<file path="config.mk">
export PLATFORM = sky130hd
export DESIGN_NAME = board_key_debounce
export DESIGN_NICKNAME = d
export VERILOG_FILES = /design/src/rtl/board_key_debounce.sv
export SDC_FILE = /design/constraint.sdc
export NUM_CORES = 1
export LEC_CHECK = 0
export ABC_CLOCK_PERIOD_IN_PS = 1700
export CAP_MARGIN = 10
export CORE_MARGIN = 2
export CORE_UTILIZATION = 25
export DETAILED_ROUTE_END_ITERATION = 16
export GPL_TIMING_DRIVEN = 0
export PLACE_DENSITY = 0.41
export SLEW_MARGIN = 20
export SYNTH_ARGS = -nofsm -noshare
export SYNTH_HDL_FRONTEND = slang
export SYNTH_SLANG_ARGS = --single-unit
</file>
<file path="constraint.sdc">
create_clock -name clk -period 1.7 [get_ports clk]
set_clock_uncertainty 0.15 [all_clocks]
set_input_delay 0.255 -clock clk [delete_from_list [all_inputs] [get_ports clk]]
set_output_delay 0.255 -clock clk [all_outputs]
set_load 0.02 [all_outputs]
</file>
<file path="src/rtl/board_key_debounce.sv">
// Board key front end: two-flop synchroniser, per-channel debounce, press/release
// pulses with optional auto-repeat, and sticky write-1-to-clear press flags.
module board_key_debounce #(
  parameter int DATA_WIDTH      = 8,
  parameter int KEY_WIDTH       = 6,
  parameter int ACTIVE_LOW      = 1,
  parameter int DEBOUNCE_CYCLES = 50000,
  parameter int REPEAT_CYCLES   = 0
) (
  input  logic                         clk,
  input  logic                         reset,
  input  logic signed [DATA_WIDTH-1:0] ext_board_key,
  output logic signed [DATA_WIDTH-1:0] data,
  output logic        [KEY_WIDTH-1:0]  pressed,
  output logic        [KEY_WIDTH-1:0]  released,
  output logic signed [DATA_WIDTH-1:0] event_data,
  input  logic        [KEY_WIDTH-1:0]  event_clear,
  output logic                         event_valid
);

  localparam int CNT_W = $clog2(DEBOUNCE_CYCLES);
  localparam int RPT_W = (REPEAT_CYCLES > 0) ? $clog2(REPEAT_CYCLES + 1) : 1;
  localparam logic [CNT_W-1:0]     CNT_LAST  = CNT_W'(DEBOUNCE_CYCLES - 1);
  localparam logic [RPT_W-1:0]     RPT_LAST  = RPT_W'((REPEAT_CYCLES > 0) ? REPEAT_CYCLES - 1 : 0);
  // Synchroniser resets to the released pin level so nothing looks pressed after reset.
  localparam logic [KEY_WIDTH-1:0] IDLE_PINS = (ACTIVE_LOW != 0) ? '1 : '0;

  logic [KEY_WIDTH-1:0] sync1_q, sync1_d;
  logic [KEY_WIDTH-1:0] sync2_q, sync2_d;
  logic [KEY_WIDTH-1:0] key_level;
  logic [KEY_WIDTH-1:0] state_vec;
  logic [KEY_WIDTH-1:0] event_q, event_d;
  logic                 event_valid_q, event_valid_d;
  logic                 unused_pins;

  assign unused_pins = ^ext_board_key;

  always_comb begin
    sync1_d = ext_board_key[KEY_WIDTH-1:0];
    sync2_d = sync1_q;
  end

  always_ff @(posedge clk) begin
    if (reset) begin
      sync1_q <= IDLE_PINS;
      sync2_q <= IDLE_PINS;
    end else begin
      sync1_q <= sync1_d;
      sync2_q <= sync2_d;
    end
  end

  assign key_level = (ACTIVE_LOW != 0) ? ~sync2_q : sync2_q;

  genvar gi;
  generate
    for (gi = 0; gi < KEY_WIDTH; gi++) begin : g_key
      logic [CNT_W-1:0] cnt_q, cnt_d;
      logic [RPT_W-1:0] rpt_q, rpt_d;
      logic             state_q, state_d;
      logic             press_q, press_d;
      logic             release_q, release_d;

      always_comb begin
        state_d   = state_q;
        cnt_d     = cnt_q;
        rpt_d     = rpt_q;
        press_d   = 1'b0;
        release_d = 1'b0;

        if (key_level[gi] == state_q) begin
          cnt_d = '0;
        end else if (cnt_q == CNT_LAST) begin
          state_d   = key_level[gi];
          cnt_d     = '0;
          press_d   = key_level[gi];
          release_d = ~key_level[gi];
        end else begin
          cnt_d = cnt_q + 1'b1;
        end

        // Repeat timer runs only while the key stays held; any transition restarts it.
        if (!state_q || (state_d != state_q)) begin
          rpt_d = '0;
        end else if (REPEAT_CYCLES > 0) begin
          if (rpt_q == RPT_LAST) begin
            rpt_d   = '0;
            press_d = 1'b1;
          end else begin
            rpt_d = rpt_q + 1'b1;
          end
        end
      end

      always_ff @(posedge clk) begin
        if (reset) begin
          state_q   <= 1'b0;
          cnt_q     <= '0;
          rpt_q     <= '0;
          press_q   <= 1'b0;
          release_q <= 1'b0;
        end else begin
          state_q   <= state_d;
          cnt_q     <= cnt_d;
          rpt_q     <= rpt_d;
          press_q   <= press_d;
          release_q <= release_d;
        end
      end

      assign state_vec[gi] = state_q;
      assign pressed[gi]   = press_q;
      assign released[gi]  = release_q;
    end
  endgenerate

  // A press landing in the same cycle as its clear keeps the flag set.
  always_comb begin
    event_d       = (event_q & ~event_clear) | pressed;
    event_valid_d = |event_q;
  end

  always_ff @(posedge clk) begin
    if (reset) begin
      event_q       <= '0;
      event_valid_q <= 1'b0;
    end else begin
      event_q       <= event_d;
      event_valid_q <= event_valid_d;
    end
  end

  assign data        = DATA_WIDTH'(state_vec);
  assign event_data  = DATA_WIDTH'(event_q);
  assign event_valid = event_valid_q;

endmodule

</file>
==> results.md <==
Outcome:
- The run finished, with violations left.
- The final reports fail on negative setup slack.

Min path:
- The worst hold path begins at sync1_q[2].
- The class of the tightest hold or removal check is reg -> reg.
- The capture endpoint of the worst hold path is sync2_q[2].
- The worst hold path stage count is 1.

Synthesis:
- Counting flops with a built-in enable in the synthesized netlist gives 0.
- In this run the mean area of a mapped cell was 9.01 um2.
- By area, the combinational part of the netlist is dominated by simple AND/OR/NAND/NOR gates.
- The Yosys warning count is 0.
- The top cell type by area accounts for 47.9% of the synthesized area.
- Counting flops with an async set or reset pin after synthesis yields a share of 0%.
- The multiplexer fraction of the synthesized cell area is 0.540%.
- Summing the sequential cell areas from Yosys gives 47.9% of the chip area.
- The dominant cell by count in the synthesized netlist is sky130_fd_sc_hd__dfxtp_1.
- The post-synthesis instance area is 0.00556 mm2.
- Sorting the synthesized cells by area gives the leading types as sky130_fd_sc_hd__dfxtp_1, sky130_fd_sc_hd__xnor2_1, sky130_fd_sc_hd__nor2_1.
- The synthesized netlist devotes 13.4% of its cell area to XOR and XNOR gates.
- The number of distinct library cells after synthesis is 38.
- The fraction of the mapped netlist area in compound gates is 1.60%.
- The basic-gate share of the synthesized area counting and, or, nand and nor cells is 28.8%.
- The post-synthesis cell type with the largest combined area is sky130_fd_sc_hd__dfxtp_1.
- The commonest cells after synthesis are sky130_fd_sc_hd__dfxtp_1, sky130_fd_sc_hd__nor2_1, sky130_fd_sc_hd__xnor2_1.
- The synthesized design contains 133 register bits.
- The most used flip-flop cell after synthesis is sky130_fd_sc_hd__dfxtp_1.
- The area share of fa/ha/maj cells after synthesis is 1.35%.
- The instance count of the mapped netlist is 617.

Routing:
- The detailed router placed 4307 vias in this run.
- The iteration count of the initial detailed-routing pass is 5.
- The number of nets with antenna violations after routing is 0.
- The detailed-route vias per instance is 4.37.
- The total length of routed wires is 12.2 mm.
- After detailed routing, the number of remaining DRC violations is 0.
- The detailed router finished its first iteration with 211 violations.
- The average wire per cell in the routed design is 12.4 um.

Clocking:
- The clock input transition at the sequential cells of the worst setup and hold paths is 0.06 ns.
- The quantity of hold-fixing buffers added after cts is 0.
- The buffer type at the clock tree root is sky130_fd_sc_hd__clkbuf_16.
- The number of clock buffers added by TritonCTS is 17.
- The clock tree synthesis step divided the H-tree into 4 levels.
- The clock drives 133 sinks.
- The maximum clock insertion buffer count is 2.
- TritonCTS built the clock tree.
- The clock latency reported for the late side of the worst-skew pair is 0.41 ns.

Floorplan:
- The vertical die dimension is 153 um.
- For this configuration, the core starts out at a cell density of 25.5%.
- The floorplan core area is 0.0218 mm2.
- The area of the die is 0.0235 mm2.
- The top-level port count is 45.
- The floorplan has 54 rows.
- The width of the die is 153 um.

Cells and area:
- The final-layout fill cell count is 2271.
- Summing all multi-input logic gate instances after layout gives 0.00285 mm2.
- For this run, the post-layout net count is 717.
- The sequential cell area is 0.00269 mm2.
- Relative to the synthesized area, the layout overhead comes to 32.4%.
- The final cell count without fillers is 985.
- The fraction of layout instances using a drive strength above 1 is 24.3%.
- The final cell area excluding filler cells is 0.00736 mm2.

Placement:
- After legalization and detailed placement, the total HPWL measured 8.21 mm.
- The post-detailed-placement cell area is 0.00630 mm2.
- The total of buffers placed on input and output ports is 37.
- In this run, placement finished with an instance count of 937.
- At the end of routability-driven placement, the weighted congestion stood at 0.729.

Critical path:
- The number of cells traversed by the worst register-to-register path is 5.
- The worst setup path is launched from a register.
- In this run the register-to-register setup slack is -0.23 ns.
- The data required time at the worst endpoint is 1.84 ns.
- The maximum fanout along the worst path is 6.
- In this run the critical register-to-register path is captured at g_key[1].cnt_q[12].
- The critical path is of the reg -> reg type.
- The arrival time reported for the critical path endpoint is 2.08 ns.
- The endpoint type of the worst setup path is a register.
- In this run the critical register-to-register path is launched from g_key[1].cnt_q[11].

Global route:
- The overall track demand over capacity in global routing is 10.9%.
- Global routing finished with a remaining overflow of 0.
- The largest net degree at the start of global routing is 17.
- The number of antenna violations at the first check in global routing is 1.
- The number of global-route vias before repair came to 4286.
- The first global-routing pass estimated 20.7 mm of wire.

Pwr:
- For this design the ratio of total power to cell area is 912 mW/mm2.
- The worst supply voltage drop on vdd is 0.000551 V.
- The leakage power is 2.54 nW.

STA:
- The number of endpoints with negative hold slack in the final report was 0.
- The final worst-path cycle share is 114%.
- The final critical-path setup slack is -0.233 ns.
- Setup repair after global routing could not meet its margin everywhere.
- The actual slew at the worst max-slew pin is 0.573 ns.
- Setup violations remaining at the end of the flow were counted as 34.
- The number of pins with negative max-slew slack in the final report is 0.
- The maximum clock rate is 0.517 GHz.
- The smallest clock period supported by the final layout is computed as 1.93 ns.
- The remaining max-slew budget at the tightest pin is 61.8%.

Run:
- Across the run, the number of max-cap violations was 0.
==> stage by stage <==
stage	setup TNS [ns]	setup slack (ns)	util [%]	hold slack [ns]	total power [mW]
finish	-5.23	-0.233	33.7	0.255	6.72
global route	-7.28	-0.270	33.7	0.269	7.02
CTS	-7.51	-0.265	32.5	0.257	6.84
detailed placement	-24.51	-0.484	28.9	0.246	3.34
global placement	-24.52	-0.478	28.9	0.243	3.34
floorplan	-3.55	-0.156	-	0.209	3.28
==> kinds of logic after synthesis <==
| group | count (synthesis) |
|---|---|
| buffers and inverters | 62 |
| xor gates and xnor gates | 85 |
| and+or+nand+nor | 311 |
| adders and majority gates | 6 |
| other | 1 |
| DFF | 133 |
| AOI/OAI and AO/OA | 16 |
| muxes | 3 |
==> power breakdown <==
group	leakage, nW	switching (mW)	internal, mW
clock	0.276	1.26	2.16
sequential	1.08	0.0115	3.13
combinational	1.18	0.0775	0.0732
==> placed cells by master, fill, tap and decap left out, drive strengths merged, types with 16 or more instances in the layout <==
cell type,instances
nor2,114
nand2,27
nor4,25
nor3,28
inv,23
nand3,31
xor2,23
or2,19
buf,49
dfxtp,133
nand4,27
clkbuf,32
xnor2,62
dlygate4sd2,21
and3,16
==> worst max-delay path by stage <==
stage	startpoint	to	slack (ns)	cells after the start
2_1_floorplan	g_key[1].cnt_q[12]	g_key[1].cnt_q[11]	-0.16	6
4_1_cts	g_key[1].cnt_q[11]	g_key[1].cnt_q[14]	-0.26	6
5_1_grt	g_key[1].cnt_q[11]	g_key[1].cnt_q[11]	-0.27	5
3_5_place_dp	reset	g_key[4].press_q	-0.48	4
3_3_place_gp	reset	g_key[4].press_q	-0.48	4
6_report	g_key[1].cnt_q[11]	g_key[1].cnt_q[12]	-0.23	5
==> final cells by class <==
cell class	count	area share, %
flip-flops and latches	133	36.6
plain buffers	36	3.77
clock inverters	5	0.680
diodes	1	0.0340
clock buffers	23	6.76
repair buffers	59	7.56
multi-input cells	425	38.7
well taps	280	4.76
inverters	23	1.17
==> worst max-delay path, stage by stage, from the launching register on <==
cell and delay [ns]:
sky130_fd_sc_hd__dfxtp_2 0.32, sky130_fd_sc_hd__or4_4 0.52, sky130_fd_sc_hd__or4_4 0.51, sky130_fd_sc_hd__nand2_8 0.14
sky130_fd_sc_hd__clkbuf_16 0.14, sky130_fd_sc_hd__nor2_1 0.04
==> flip-flops by register name, summed over array words and instances, names as in the netlist <==
register	cells
g_key.press_q	6
event_valid	1
sync2_q	6
g_key.release_q	6
g_key.state_q	6
event_q	6
sync1_q	6
g_key.cnt_q	96
==> metal layers <==
layer	up-vias	share of wire, %	track usage [%]
met3	8	2.9	2.69
met1	2024	51	14.6
met4	0	0.93	4.63
li1	2222	-	-
met2	53	45	16.6
met5	-	0	0
==> repair_timing <==
| item | 4_1_cts | 5_1_grt |
|---|---|---|
| setup endpoints to repair | 108 | 110 |
| gates cloned | 1 | 1 |
| gates resized for setup | 61 | 68 |
| pin swaps | 11 | 17 |
| setup buffers | 13 | 8 |
(Power assumes the default switching activity.)
